## config.mk

```make
export PLATFORM = sky130hd
export DESIGN_NAME = i2c_slave_flat
export DESIGN_NICKNAME = d
export VERILOG_FILES = /design/src/rtl/i2c_slave_if.sv /design/src/rtl/i2c_slave.sv /design/src/flat_wrapper.sv
export SDC_FILE = /design/constraint.sdc
export NUM_CORES = 1
export LEC_CHECK = 0
export CORE_ASPECT_RATIO = 1.1
export CORE_UTILIZATION = 48
export CTS_BUF_LIST = sky130_fd_sc_hd__clkbuf_8
export CTS_CLUSTER_SIZE = 30
export DETAILED_ROUTE_END_ITERATION = 7
export GPL_TIMING_DRIVEN = 0
export HOLD_SLACK_MARGIN = 0.02
export PLACE_DENSITY = 0.78
export SLEW_MARGIN = 20
export SYNTH_ARGS = -nofsm -noshare
export SYNTH_HDL_FRONTEND = slang
export SYNTH_SLANG_ARGS = --single-unit
```

## constraint.sdc

```tcl
create_clock -name clk -period 2.9 [get_ports clk]
set_input_delay 0.435 -clock clk [delete_from_list [all_inputs] [get_ports clk]]
set_output_delay 0.435 -clock clk [all_outputs]
set_load 0.005 [all_outputs]
```

## src/rtl/i2c_slave_if.sv

```systemverilog
// Pin-level and byte-level signals of the I2C target, as seen from the bus
// master/bench side and from the target itself.
interface i2c_slave_if;
  logic       scl_in;
  logic       sda_in;
  logic       sda_oe;
  logic [7:0] rx_data;
  logic       rx_valid;
  logic       rx_ready;
  logic [7:0] tx_data;
  logic       tx_req;
  logic       busy;
  logic [3:0] state;

  modport slave (
    input  scl_in, sda_in, rx_ready, tx_data,
    output sda_oe, rx_data, rx_valid, tx_req, busy, state
  );

  modport master (
    output scl_in, sda_in, rx_ready, tx_data,
    input  sda_oe, rx_data, rx_valid, tx_req, busy, state
  );
endinterface

```

## src/rtl/i2c_slave.sv

```systemverilog
// I2C target: oversampled START/STOP detection, 7-bit address match, write
// bytes out on rx_*, read bytes fetched through tx_req/tx_data.
module i2c_slave #(
  parameter logic [6:0] SLAVE_ADDR = 7'h50
) (
  input  logic       clk,
  input  logic       resetN,
  i2c_slave_if.slave bus
);

  typedef enum logic [3:0] {
    IDLE       = 4'd0,
    ADDRESS    = 4'd1,
    ADDR_ACK   = 4'd2,
    WRITE_DATA = 4'd3,
    WRITE_ACK  = 4'd4,
    READ_DATA  = 4'd5,
    READ_ACK   = 4'd6,
    WAIT_STOP  = 4'd7
  } state_t;

  state_t     state_reg;
  logic       scl_m, scl_s, scl_q;
  logic       sda_m, sda_s, sda_q;
  logic [2:0] bit_cnt_reg;
  logic [7:0] shift_reg;
  logic [6:0] tx_shift_reg;
  logic       rw_reg, ready_reg, done_reg, mack_reg;
  logic       sda_oe_reg, rx_valid_reg, busy_reg;
  logic [7:0] rx_data_reg;

  logic scl_rise, scl_fall, start_det, stop_det, tx_req;

  assign scl_rise  = scl_s & ~scl_q;
  assign scl_fall  = ~scl_s & scl_q;
  assign start_det = scl_s & scl_q & sda_q & ~sda_s;
  assign stop_det  = scl_s & scl_q & ~sda_q & sda_s;

  // Decoded from flops so tx_data is captured in the very cycle tx_req is high.
  assign tx_req = ~start_det & ~stop_det & scl_fall &
                  (((state_reg == ADDR_ACK) & rw_reg) |
                   ((state_reg == READ_ACK) & done_reg & ~mack_reg));

  always_ff @(posedge clk) begin
    if (!resetN) begin
      {scl_m, scl_s, scl_q} <= 3'b111;
      {sda_m, sda_s, sda_q} <= 3'b111;
      state_reg    <= IDLE;
      bit_cnt_reg  <= 3'd7;
      shift_reg    <= 8'h00;
      tx_shift_reg <= 7'h00;
      rw_reg       <= 1'b0;
      ready_reg    <= 1'b0;
      done_reg     <= 1'b0;
      mack_reg     <= 1'b1;
      sda_oe_reg   <= 1'b0;
      rx_valid_reg <= 1'b0;
      busy_reg     <= 1'b0;
      rx_data_reg  <= 8'h00;
    end else begin
      scl_m <= bus.scl_in;
      scl_s <= scl_m;
      scl_q <= scl_s;
      sda_m <= bus.sda_in;
      sda_s <= sda_m;
      sda_q <= sda_s;
      rx_valid_reg <= 1'b0;

      if (start_det) begin
        state_reg   <= ADDRESS;
        bit_cnt_reg <= 3'd7;
        shift_reg   <= 8'h00;
        done_reg    <= 1'b0;
        sda_oe_reg  <= 1'b0;
        busy_reg    <= 1'b1;
      end else if (stop_det) begin
        state_reg  <= IDLE;
        done_reg   <= 1'b0;
        sda_oe_reg <= 1'b0;
        busy_reg   <= 1'b0;
      end else if (tx_req) begin
        tx_shift_reg <= bus.tx_data[6:0];
        sda_oe_reg   <= ~bus.tx_data[7];
        bit_cnt_reg  <= 3'd7;
        done_reg     <= 1'b0;
        state_reg    <= READ_DATA;
      end else begin
        case (state_reg)
          ADDRESS: begin
            if (scl_rise) begin
              shift_reg <= {shift_reg[6:0], sda_s};
              if (bit_cnt_reg == 3'd0) done_reg <= 1'b1;
              else                     bit_cnt_reg <= bit_cnt_reg - 3'd1;
            end else if (scl_fall && done_reg) begin
              done_reg <= 1'b0;
              rw_reg   <= shift_reg[0];
              if (shift_reg[7:1] == SLAVE_ADDR) begin
                sda_oe_reg <= 1'b1;
                state_reg  <= ADDR_ACK;
              end else begin
                sda_oe_reg <= 1'b0;
                state_reg  <= WAIT_STOP;
              end
            end
          end
          ADDR_ACK: begin
            // Read direction leaves this state through the tx_req branch.
            if (scl_fall) begin
              sda_oe_reg  <= 1'b0;
              bit_cnt_reg <= 3'd7;
              state_reg   <= WRITE_DATA;
            end
          end
          WRITE_DATA: begin
            if (scl_rise) begin
              shift_reg <= {shift_reg[6:0], sda_s};
              if (bit_cnt_reg == 3'd0) begin
                rx_data_reg  <= {shift_reg[6:0], sda_s};
                rx_valid_reg <= 1'b1;
                ready_reg    <= bus.rx_ready;
                done_reg     <= 1'b1;
              end else begin
                bit_cnt_reg <= bit_cnt_reg - 3'd1;
              end
            end else if (scl_fall && done_reg) begin
              done_reg   <= 1'b0;
              sda_oe_reg <= ready_reg;
              state_reg  <= WRITE_ACK;
            end
          end
          WRITE_ACK: begin
            if (scl_fall) begin
              sda_oe_reg  <= 1'b0;
              bit_cnt_reg <= 3'd7;
              state_reg   <= ready_reg ? WRITE_DATA : WAIT_STOP;
            end
          end
          READ_DATA: begin
            if (scl_fall) begin
              if (bit_cnt_reg == 3'd0) begin
                sda_oe_reg <= 1'b0;
                done_reg   <= 1'b0;
                state_reg  <= READ_ACK;
              end else begin
                sda_oe_reg   <= ~tx_shift_reg[6];
                tx_shift_reg <= {tx_shift_reg[5:0], 1'b0};
                bit_cnt_reg  <= bit_cnt_reg - 3'd1;
              end
            end
          end
          READ_ACK: begin
            if (scl_rise) begin
              mack_reg <= sda_s;
              done_reg <= 1'b1;
            end else if (scl_fall && done_reg && mack_reg) begin
              done_reg   <= 1'b0;
              sda_oe_reg <= 1'b0;
              state_reg  <= WAIT_STOP;
            end
          end
          IDLE, WAIT_STOP: sda_oe_reg <= 1'b0;
          default: begin
            sda_oe_reg <= 1'b0;
            state_reg  <= IDLE;
          end
        endcase
      end
    end
  end

  assign bus.sda_oe   = sda_oe_reg;
  assign bus.rx_data  = rx_data_reg;
  assign bus.rx_valid = rx_valid_reg;
  assign bus.tx_req   = tx_req;
  assign bus.busy     = busy_reg;
  assign bus.state    = state_reg;

endmodule

```

## src/flat_wrapper.sv

```systemverilog
// flat-port wrapper written by rule: the top's interface ports become plain ports
module i2c_slave_flat 
#(
  parameter logic [6:0] SLAVE_ADDR = 7'h50
)
  (clk, resetN, bus_scl_in, bus_sda_in, bus_rx_ready, bus_tx_data, bus_sda_oe, bus_rx_data, bus_rx_valid, bus_tx_req, bus_busy, bus_state);
  i2c_slave_if bus_i ();
  input  logic clk;
  input  logic resetN;
  input wire logic [$bits(bus_i.scl_in)-1:0] bus_scl_in;
  input wire logic [$bits(bus_i.sda_in)-1:0] bus_sda_in;
  input wire logic [$bits(bus_i.rx_ready)-1:0] bus_rx_ready;
  input wire logic [$bits(bus_i.tx_data)-1:0] bus_tx_data;
  output wire logic [$bits(bus_i.sda_oe)-1:0] bus_sda_oe;
  output wire logic [$bits(bus_i.rx_data)-1:0] bus_rx_data;
  output wire logic [$bits(bus_i.rx_valid)-1:0] bus_rx_valid;
  output wire logic [$bits(bus_i.tx_req)-1:0] bus_tx_req;
  output wire logic [$bits(bus_i.busy)-1:0] bus_busy;
  output wire logic [$bits(bus_i.state)-1:0] bus_state;
  assign bus_i.scl_in = bus_scl_in;
  assign bus_i.sda_in = bus_sda_in;
  assign bus_i.rx_ready = bus_rx_ready;
  assign bus_i.tx_data = bus_tx_data;
  assign bus_sda_oe = bus_i.sda_oe;
  assign bus_rx_data = bus_i.rx_data;
  assign bus_rx_valid = bus_i.rx_valid;
  assign bus_tx_req = bus_i.tx_req;
  assign bus_busy = bus_i.busy;
  assign bus_state = bus_i.state;
  i2c_slave #(.SLAVE_ADDR(SLAVE_ADDR)) u_core (.clk(clk), .resetN(resetN), .bus(bus_i));
endmodule
```

==> impl_summary.log, run 1 <==
[metrics] number of design-rule violations left by the first detailed-router iteration: roughly 110
[metrics] Gates resized, CTS repair: 0
[metrics] number of cells traversed by the worst hold path: 1
[metrics] number of flops mapped to enable cells by yosys: 0
[metrics] H-tree Lvls: 2
[metrics] number of instances in the synthesized netlist: between 200 and 250
[metrics] share of synthesized cell area in full adder, half adder and majority cells: between 1 and 1.5%
[metrics] Leakage: between 0.9 and 1 nW
[metrics] via count: about 1800
[metrics] total non-filler cell area in the finished layout: ~2500 um^2
[metrics] metal1 wirelength: roughly 2000 um
[metrics] remaining antenna violation count after routing: 0
[metrics] largest net degree at the start of global routing: 13
[metrics] final weighted congestion in routability-driven placement: between 0.8 and 0.9
[metrics] upper clock frequency limit: ~390 MHz
[metrics] first-pass GRT wire length: ~7300 um
[metrics] worst r2r src: u_core.bit_cnt_reg[0]
[metrics] First-pass DRT Iterations: 4
[metrics] CP cell instances: buf_2, nand2b_1, a211o_1, inv_1, buf_2, clkdlybuf4s50_1
[metrics] arrival time at the worst endpoint: ~2.2 ns
[metrics] sink count of the clock tree: 42
[metrics] initial antenna violation count: 0
[metrics] area leader, netlist: sky130_fd_sc_hd__dfxtp_1
[metrics] smallest setup slack after layout: slightly above 0.3 ns
[metrics] via count normalized by instance count: 5.498
[metrics] Hold Crit Class: flip-flop to flip-flop
[metrics] uppermost routed layer: met4
[metrics] Post-Syn Area per Cell: a little under 9 um^2
[metrics] end of the worst register-to-register path: u_core.tx_shift_reg[2]
[metrics] most used standard cell by instance count after synthesis: sky130_fd_sc_hd__dfxtp_1
[metrics] post-synthesis instance area: 2078 um^2
[metrics] total number of nets in the final design: 283
[metrics] maximum fanout count along the critical path: 10
[metrics] Remaining DRCs: 0
[metrics] worst hold margin: between 0.4 and 0.5 ns
[metrics] area of the core: a little over 4000 um^2
[metrics] dominant cells by area after synthesis: sky130_fd_sc_hd__dfxtp_1 (40%), sky130_fd_sc_hd__mux2i_1 (6.3%), sky130_fd_sc_hd__nand2_1 (5.4%)
[metrics] average wire per standard cell: approximately 13 um
[metrics] TritonCTS clock tree: yes
[metrics] Reg clk slew, reported paths: 0.08 ns
[metrics] RSZ-0062 raised after global routing: false
[metrics] r2r worst-path depth: 7
[metrics] via count of the first global-routing pass: 1594
[metrics] Synth Register Bits: between 40 and 50
[metrics] Setup crit start kind: flip-flop
[metrics] Max clock buf depth: 2
[metrics] yosys warns: 0
[metrics] top flip-flop cell by instance count after synthesis: sky130_fd_sc_hd__dfxtp_1
[metrics] GRT Overall Usage: about 21%
[metrics] Final setup violation count: 0
[metrics] Required @ worst endpoint: about 2.5 ns
[metrics] vertical die dimension: 71.01 um
[metrics] final core utilization: around 62%
[metrics] proportion of layout cells with a drive suffix above 1: about a tenth
[metrics] Slew Limit Fails: 0
[metrics] Post-CTS Hold Buffers: 0
[metrics] CP endpoint: bus_tx_req
[metrics] instance count after placement with tap cells included: ~310
[metrics] standard cell with the maximum stage delay on the critical path: sky130_fd_sc_hd__clkdlybuf4s50_1
[metrics] highest ir drop seen on vdd: around 0.38 mV
[metrics] final instance count without filler cells: approximately 320
[metrics] Detail Placement HPWL: around 3100 um
[metrics] CP peak stage delay: 0.53 ns
[metrics] largest family of logic cells by synthesized area: simple AND/OR/NAND/NOR gates
[metrics] Routed met2 length: 1991 um
[metrics] number of library cell types mapped by synthesis: between 50 and 60
[metrics] Async SR Flop Fraction: 0%
[metrics] worst setup path start: u_core.bus.state[0]
[metrics] overflow left after global routing: 0
[metrics] time the worst path needs with I/O delays and setup: approximately 2.6 ns
[metrics] starting density of the core: 51.27%
[metrics] minimum setup slack among reg-to-reg paths: between 1 and 1.5 ns
[metrics] layout overhead on the synthesized area: 21.25%
[metrics] Pwr Density: approximately 440 nW/um^2
[metrics] post-CTS repair timing setup buffer count: 0
[metrics] Routed Wire Length: roughly 4300 um
[metrics] top cell type's share of synthesized area: between 40 and 50%
[metrics] count of pins on the block boundary: 29
[metrics] sequential element share of the synthesized area: 40.46%
[metrics] count of buffers inserted at the top-level ports: 27
[metrics] Placed Area: roughly 2400 um^2
[metrics] total met3 wirelength after detailed routing: approximately 180 um
[metrics] overall power after layout: 1.106 mW
[metrics] multiplexer share of the synthesized area: around 6.3%
[metrics] Post-Syn Nets: about 250
[metrics] Post-Route Setup TNS: 0 ns
[metrics] final clock skew: 0.007897 ns
[metrics] post-synthesis share of cell area spent on xor and xnor gates: 0.4214%
[metrics] cell repeated most along the worst path: sky130_fd_sc_hd__buf_2
[metrics] synth cell count leaders: sky130_fd_sc_hd__dfxtp_1 (42), sky130_fd_sc_hd__nand2_1 (30), sky130_fd_sc_hd__a21oi_1 (15), sky130_fd_sc_hd__nand2b_1 (14), sky130_fd_sc_hd__nor2b_1 (14)
[metrics] kind of critical path: flip-flop to primary output
[metrics] dpl ws: 0.6284 ns
[metrics] run status: complete, no violations
[metrics] insertion delay to the later sink of the worst-skew pair: approximately 0.29 ns
[metrics] clock root buffer: sky130_fd_sc_hd__clkbuf_8
[metrics] floorplan die area: 4597 um^2
[metrics] Die Span X: approximately 65 um
[metrics] number of hold-slack violations in the final timing report: 0
[metrics] standard-cell row count: 24
[metrics] period utilisation layout: 89.45%
[metrics] diodes inserted: 0
[metrics] fraction of the mapped netlist area in compound gates: 19.15%
[metrics] max-cap check violation count: 0
[metrics] kind of end point of the critical path: primary output
[metrics] TritonCTS Buffers: 5
[metrics] Simple-Gate Fraction of Synth Area: 27.39%
==> layer usage <==
metal,track usage (%),vias up
met3,3.871,6
met1,27.23,825
li1,-,889
met5,0,-
met4,8.148,0
met2,32.87,45
==> worst min-delay path by stage <==
stage | end | slack [ns] | start
floorplan | u_core.scl_s | 0.39 | u_core.scl_m
global placement | u_core.sda_s | 0.39 | u_core.sda_m
detailed placement | u_core.sda_s | 0.40 | u_core.sda_m
CTS | u_core.sda_s | 0.42 | u_core.sda_m
global route | u_core.scl_s | 0.45 | u_core.scl_m
finish | u_core.sda_s | 0.41 | u_core.sda_m
==> kinds of logic (layout without fill, tap and decap cells) <==
logic type,count (synthesis),in the layout
AO/OA/AOI/OAI,57,57
XOR/XNOR,1,1
other,1,1
AND/OR/NAND/NOR,98,98
flip-flops,42,42
multiplexers,13,13
buffers and inverters,20,55
adder cells (fa/ha/maj),2,2
==> power breakdown <==
group / leakage [nW] / switching (mW) / internal [mW]
Sequential: 0.340 / 0.00345 / 0.582
Clock: 0.0607 / 0.193 / 0.251
Combinational: 0.514 / 0.0370 / 0.0400
Total: 0.914 / 0.234 / 0.872
==> worst max-delay path: cells and delay by family (launching register included) <==
kind / cells / cell delay, ns
compound gates: 1 / 0.34
buf+inv: 4 / 1.02
flops: 1 / 0.35
simple gates: 1 / 0.15
==> area by class of cell <==
class                   instances  area [um^2]
clock buffers                   5        68.82
well taps                      52        65.06
clock inverters                 3        37.54
inverters                       5        18.77
fillers                       374         1534
multi-input cells             172         1135
flip-flops and latches         42        840.8
repair buffers                 27        270.3
plain buffers                  15        83.83
==> cell usage in the layout, fill, tap and decap left out, types with 2 or more instances in the layout <==
master / instances
sky130_fd_sc_hd__inv_1: 7
sky130_fd_sc_hd__a31oi_1: 2
sky130_fd_sc_hd__a22oi_1: 5
sky130_fd_sc_hd__nand2b_1: 14
sky130_fd_sc_hd__o21ai_0: 10
sky130_fd_sc_hd__nor3_1: 2
sky130_fd_sc_hd__nand2_1: 30
sky130_fd_sc_hd__nor2_1: 7
sky130_fd_sc_hd__ha_1: 2
sky130_fd_sc_hd__or3_1: 2
sky130_fd_sc_hd__clkdlybuf4s50_1: 27
sky130_fd_sc_hd__mux2i_1: 13
sky130_fd_sc_hd__buf_2: 4
sky130_fd_sc_hd__clkbuf_1: 5
sky130_fd_sc_hd__dfxtp_1: 42
sky130_fd_sc_hd__o21ai_1: 3
sky130_fd_sc_hd__nand3b_1: 2
sky130_fd_sc_hd__nor3b_1: 2
sky130_fd_sc_hd__a21boi_0: 6
sky130_fd_sc_hd__buf_4: 4
sky130_fd_sc_hd__a21oi_1: 15
sky130_fd_sc_hd__and3_1: 3
sky130_fd_sc_hd__and2_1: 5
sky130_fd_sc_hd__nand3_1: 2
sky130_fd_sc_hd__o211ai_1: 3
sky130_fd_sc_hd__nor2b_1: 14
sky130_fd_sc_hd__clkbuf_8: 5
Note: power is estimated with default switching activity, not from simulation.
==> run 2, diff against run 1 <==
--- a/config.mk
+++ b/config.mk
@@ -8,11 +8,14 @@
 export CORE_ASPECT_RATIO = 1.1
 export CORE_UTILIZATION = 48
 export CTS_BUF_LIST = sky130_fd_sc_hd__clkbuf_8
+export CTS_CLUSTER_DIAMETER = 120
 export CTS_CLUSTER_SIZE = 30
 export DETAILED_ROUTE_END_ITERATION = 7
+export DONT_BUFFER_PORTS = 1
+export GPL_ROUTABILITY_DRIVEN = 1
 export GPL_TIMING_DRIVEN = 0
 export HOLD_SLACK_MARGIN = 0.02
-export PLACE_DENSITY = 0.78
+export PLACE_DENSITY = 0.7
 export SLEW_MARGIN = 20
 export SYNTH_ARGS = -nofsm -noshare
 export SYNTH_HDL_FRONTEND = slang
==> impl_summary.log, run 2 (synthesis results as in run 1) <==
[metrics] via count normalized by instance count: about 5.6
[metrics] smallest setup slack after layout: between 0.7 and 0.8 ns
[metrics] TritonCTS Buffers: 5
[metrics] layout overhead on the synthesized area: 8.248%
[metrics] Buffers & Inverters on Critical Path: 3
[metrics] standard-cell row count: 24
[metrics] Die Span X: roughly 65 um
[metrics] Post-Route Setup TNS: 0 ns
[metrics] final core utilization: 55.49%
[metrics] r2r worst-path depth: 7
[metrics] Detail Placement HPWL: just over 3000 um
[metrics] portion of total power attributed to sequential cells: 53.6%
[metrics] overflow left after global routing: 0
[metrics] RSZ-0062 raised after global routing: false
[metrics] insertion delay to the later sink of the worst-skew pair: roughly 0.3 ns
[metrics] Setup crit start kind: flip-flop
[metrics] Pwr Density: between 400 and 500 nW/um^2
[metrics] area of the core: approximately 4100 um^2
[metrics] vertical die dimension: approximately 71 um
[metrics] max-cap check violation count: 0
[metrics] time the worst path needs with I/O delays and setup: around 2.1 ns
[metrics] proportion of layout cells with a drive suffix above 1: between 10% and 20%
[metrics] largest net degree at the start of global routing: 13
[metrics] highest ir drop seen on vdd: roughly 0.40 mV
[metrics] average wire per standard cell: approximately 15 um
[metrics] kind of end point of the critical path: primary output
[metrics] Leakage: ~0.82 nW
[metrics] switching portion of total power: 21.82%
[metrics] Hold Crit Class: primary input to flip-flop
[metrics] count of buffers inserted at the top-level ports: 0
[metrics] via count of the first global-routing pass: 1597
[metrics] H-tree Lvls: 2
[metrics] standard cell with the maximum stage delay on the critical path: sky130_fd_sc_hd__dfxtp_1
[metrics] Remaining DRCs: 0
[metrics] Gates resized, CTS repair: 0
[metrics] diodes inserted: 0
[metrics] Int Power: between 800 and 900 uW
[metrics] TritonCTS clock tree: yes
[metrics] floorplan die area: roughly 4600 um^2
[metrics] initial antenna violation count: 0
[metrics] overall power after layout: 1.094 mW
[metrics] pin slew with the least headroom to its limit: slightly below 0.5 ns
[metrics] Required @ worst endpoint: between 2 and 2.5 ns
[metrics] number of design-rule violations left by the first detailed-router iteration: around 130
[metrics] number of cells on the critical path: 5
[metrics] upper clock frequency limit: between 400 and 500 MHz
[metrics] final weighted congestion in routability-driven placement: around 0.83
[metrics] CP cell instances: buf_2, nand2b_1, a211o_1, inv_1, buf_2
[metrics] sink count of the clock tree: 42
[metrics] number of hold-slack violations in the final timing report: 0
[metrics] GRT Overall Usage: 20.64%
[metrics] dpl ws: between 1 and 1.5 ns
[metrics] total number of nets in the final design: roughly 260
[metrics] first-pass GRT wire length: roughly 7300 um
[metrics] Reg clk slew, reported paths: 0.08 ns
[metrics] maximum fanout count along the critical path: 10
[metrics] Max clock buf depth: 2
[metrics] Routed Wire Length: roughly 4300 um
[metrics] count of pins on the block boundary: 29
[metrics] Slew Limit Fails: 0
[metrics] clock root buffer: sky130_fd_sc_hd__clkbuf_8
[metrics] via count: ~1700
[metrics] Sw Pwr: 238.7 uW
[metrics] relative contribution of combinational cells to total power: 5.3%
[metrics] worst hold margin: 0.2316 ns
[metrics] kind of critical path: flip-flop to primary output
[metrics] First-pass DRT Iterations: 4
[metrics] filler cell count in the final layout: between 300 and 400
[metrics] arrival time at the worst endpoint: between 1.5 and 2 ns
[metrics] remaining antenna violation count after routing: 0
[metrics] cell repeated most along the worst path: sky130_fd_sc_hd__buf_2
[metrics] most frequent cells in the layout: sky130_fd_sc_hd__dfxtp_1 (42), sky130_fd_sc_hd__nand2_1 (30), sky130_fd_sc_hd__a21oi_1 (15), sky130_fd_sc_hd__nand2b_1 (14), sky130_fd_sc_hd__nor2b_1 (14)
[metrics] final clock skew: between 0.007 and 0.008 ns
[metrics] post-CTS repair timing setup buffer count: 0
[metrics] CP peak stage delay: roughly 0.37 ns
[metrics] commonest non-fill, non-tap cell in the layout: sky130_fd_sc_hd__dfxtp_1
[metrics] number of cells traversed by the worst hold path: 1
[metrics] clock network fraction of design power: approximately two fifths
[metrics] period utilisation layout: 72.83%
[metrics] starting density of the core: roughly half
[metrics] run status: complete, no violations
[metrics] Post-CTS Hold Buffers: 0
[metrics] Final setup violation count: 0
[metrics] kind of cell adding the most delay to the critical path: buffers and inverters
[metrics] relative slew slack: slightly below 70%
[run 2: cell count changes in the layout (fill, tap and decap cells not counted), sizes merged]
cell	delta
clkdlybuf4s50	-27
[run 2: routing by layer]
metal  routed length, um  GRT usage (%)
met3                 222          5.323
met5                   0              0
met1                1977          26.49
met4                 137          11.11
met2                1945          31.48
[run 2: area by class of cell]
class                      count  area, um^2  area share [%]
buffer                        15       83.83           3.726
clock buffer                   5       68.82           3.059
clock inverter                 3       37.54           1.669
inverter                       5       18.77          0.8343
multi-input combinational    172        1135           50.44
sequential                    42       840.8           37.37
tap                           52       65.06           2.892
[run 2: worst paths after layout]
path                                            end                  start  slack, ns
worst max-delay path                     bus_tx_req    u_core.bus.state[0]       0.79
worst min-delay path                   u_core.sda_m             bus_sda_in       0.23
worst max register to register  u_core.bus.state[0]  u_core.bit_cnt_reg[0]       1.04
worst min register to register         u_core.sda_s           u_core.sda_m       0.41
[run 2: through the flow]
step	cell area, um^2	cells
2_1_floorplan	2078	234
3_3_place_gp	2143	286
3_5_place_dp	2143	286
4_1_cts	2250	294
5_1_grt	2250	294
6_report	2250	294
[run 2: power groups by stage]
stage / Clock (mW) / Combinational [mW] / Sequential, mW
floorplan: 0 / 0.0449 / 0.599
global placement: 0 / 0.0564 / 0.600
detailed placement: 0 / 0.0570 / 0.600
CTS: 0.455 / 0.0576 / 0.586
global route: 0.481 / 0.0630 / 0.587
finish: 0.450 / 0.0576 / 0.586
[run 2: worst reg2reg max path, delay by kind of cell, from the launching register on]
family | cells | cell delay, ns
flops | 1 | 0.32
mux | 1 | 0.27
compound gates | 2 | 0.50
fa+ha+maj | 1 | 0.19
buf+inv | 1 | 0.08
simple gates | 2 | 0.39
==> run 3, diff against run 2 <==
--- a/config.mk
+++ b/config.mk
@@ -15,7 +15,7 @@
 export GPL_ROUTABILITY_DRIVEN = 1
 export GPL_TIMING_DRIVEN = 0
 export HOLD_SLACK_MARGIN = 0.02
-export PLACE_DENSITY = 0.7
+export PLACE_DENSITY = 0.72
 export SLEW_MARGIN = 20
 export SYNTH_ARGS = -nofsm -noshare
 export SYNTH_HDL_FRONTEND = slang
==> constraint.sdc (replaced) <==
create_clock -name clk -period 1.8 [get_ports clk]
set_input_delay 0.27 -clock clk [delete_from_list [all_inputs] [get_ports clk]]
set_output_delay 0.27 -clock clk [all_outputs]
set_load 0.005 [all_outputs]
==> impl_summary.log, run 3 (synthesis results as in run 1) <==
[metrics] standard-cell row count: 24
[metrics] TritonCTS Buffers: 5
[metrics] instance count after placement with tap cells included: between 200 and 300
[metrics] remaining antenna violation count after routing: 0
[metrics] r2r worst-path depth: 6
[metrics] maximum fanout count along the critical path: 10
[metrics] area taken by multi-input logic gates: roughly 1200 um^2
[metrics] commonest non-fill, non-tap cell in the layout: sky130_fd_sc_hd__dfxtp_1
[metrics] Pwr Density: ~750 nW/um^2
[metrics] violations in the final reports: negative setup slack
[metrics] clock root buffer: sky130_fd_sc_hd__clkbuf_8
[metrics] Slew Limit Fails: 0
[metrics] time the worst path needs with I/O delays and setup: between 1.5 and 2 ns
[metrics] worst setup path start: u_core.scl_s
[metrics] Setup crit start kind: flip-flop
[metrics] Required @ worst endpoint: ~2.0 ns
[metrics] Max clock buf depth: 2
[metrics] vertical die dimension: between 70 and 80 um
[metrics] via count of the first global-routing pass: about 1500
[metrics] Die Span X: 64.74 um
[metrics] CP peak stage delay: ~0.44 ns
[metrics] average wire per standard cell: between 10 and 15 um
[metrics] GRT Overall Usage: 19.74%
[metrics] final core utilization: 58.24%
[metrics] smallest setup slack after layout: -0.03081 ns
[metrics] starting density of the core: between 50% and 60%
[metrics] RSZ-0062 raised after global routing: true
[metrics] sequential cell area: approximately 850 um^2
[metrics] arrival time at the worst endpoint: 2.01 ns
[metrics] Reg clk slew, reported paths: 0.08 ns
[metrics] final weighted congestion in routability-driven placement: 0.8748
[metrics] overflow left after global routing: 0
[metrics] total non-filler cell area in the finished layout: between 2000 and 2500 um^2
[metrics] worst r2r src: u_core.scl_s
[metrics] filler cell count in the final layout: between 300 and 400
[metrics] max-cap check violation count: 0
[metrics] kind of cell adding the most delay to the critical path: compound AO/OA/AOI/OAI gates
[metrics] diodes inserted: 0
[metrics] number of design-rule violations left by the first detailed-router iteration: 132
[metrics] sink count of the clock tree: 42
[metrics] Final setup violation count: 1
[metrics] Hold Crit Class: primary input to flip-flop
[metrics] Post-CTS Hold Buffers: 0
[metrics] via count normalized by instance count: ~5.6
[metrics] Post-Route Setup TNS: -0.03081 ns
[metrics] upper clock frequency limit: approximately 550 MHz
[metrics] final clock skew: around 0.0070 ns
[metrics] initial antenna violation count: 0
[metrics] highest ir drop seen on vdd: between 0.5 and 0.6 mV
[metrics] proportion of layout cells with a drive suffix above 1: ~18%
[metrics] via count: approximately 1700
[metrics] area of the core: just over 4000 um^2
[metrics] hold path startpoint: bus_sda_in
[metrics] H-tree Lvls: 2
[metrics] CP cell instances: buf_6, and3b_2, nand2_2, a2111oi_4, mux2i_1, a31oi_1
[metrics] Routed Wire Length: ~4400 um
[metrics] count of pins on the block boundary: 29
[metrics] period utilisation layout: 101.7%
[metrics] TritonCTS clock tree: yes
[metrics] Placed Area: 2143 um^2
[metrics] count of buffers inserted at the top-level ports: 0
[metrics] total number of nets in the final design: about 260
[metrics] Buffers & Inverters on Critical Path: 1
[metrics] standard cell with the maximum stage delay on the critical path: sky130_fd_sc_hd__a2111oi_4
[metrics] overall power after layout: approximately 1.8 mW
[metrics] number of cells on the critical path: 6
[metrics] kind of end point of the critical path: flip-flop
[metrics] Leakage: about 0.85 nW
[metrics] worst hold margin: 0.07345 ns
[metrics] insertion delay to the later sink of the worst-skew pair: between 0.2 and 0.3 ns
[metrics] First-pass DRT Iterations: 5
[metrics] layout overhead on the synthesized area: 13.61%
[metrics] dpl ws: -0.03725 ns
[metrics] run status: complete, but fails checks
[metrics] Detail Placement HPWL: just under 3000 um
[metrics] number of hold-slack violations in the final timing report: 0
[metrics] floorplan die area: 4597 um^2
[metrics] first-pass GRT wire length: between 7000 and 8000 um
[metrics] number of cells traversed by the worst hold path: 1
[metrics] most frequent cells in the layout: sky130_fd_sc_hd__dfxtp_1 (38), sky130_fd_sc_hd__nand2_1 (30), sky130_fd_sc_hd__a21oi_1 (15)
[metrics] largest net degree at the start of global routing: 14
[metrics] final instance count without filler cells: 300
[metrics] Remaining DRCs: 0
[metrics] kind of critical path: flip-flop to flip-flop
run 3: worst paths after layout:
kind	slack (ns)	endpoint
setup / recovery	-0.03	u_core.bus.state[0]
hold / removal	0.07	u_core.sda_m
setup reg to reg	-0.03	u_core.bus.state[0]
hold reg to reg	0.41	u_core.scl_s
run 3: power by group:
| group | switching [mW] | leakage, nW | internal [mW] | total, mW |
|---|---|---|---|---|
| logic | 0.0585 | 0.450 | 0.0404 | 0.0989 |
| clock network | 0.322 | 0.0556 | 0.408 | 0.730 |
| registers | 0.00728 | 0.342 | 0.936 | 0.943 |
| total | 0.388 | 0.847 | 1.38 | 1.77 |
run 3: repair_timing:
action                                 in CTS  in global routing
endpoints found under the hold margin       0                  0
gates resized for setup                     9                 14
cloned                                      0                  1
setup endpoints to repair                  17                 23
buffers inserted                            0                  5
pin swaps                                   2                  6
run 3: area by class of cell:
type                            instances  area share [%]
Multi-Input combinational cell        172           49.50
Sequential cell                        42           36.04
Buffer                                 15           4.346
Clock buffer                            5           2.915
Tap cell                               52           2.756
Timing Repair Buffer                    6           1.802
Clock inverter                          3           1.749
Inverter                                5          0.9009
run 3: routing by layer:
metal  GRT usage (%)  routed length, um
met5               0                  0
met2           30.67               2001
met4           6.914                109
met1           26.08               2033
met3           5.484                284
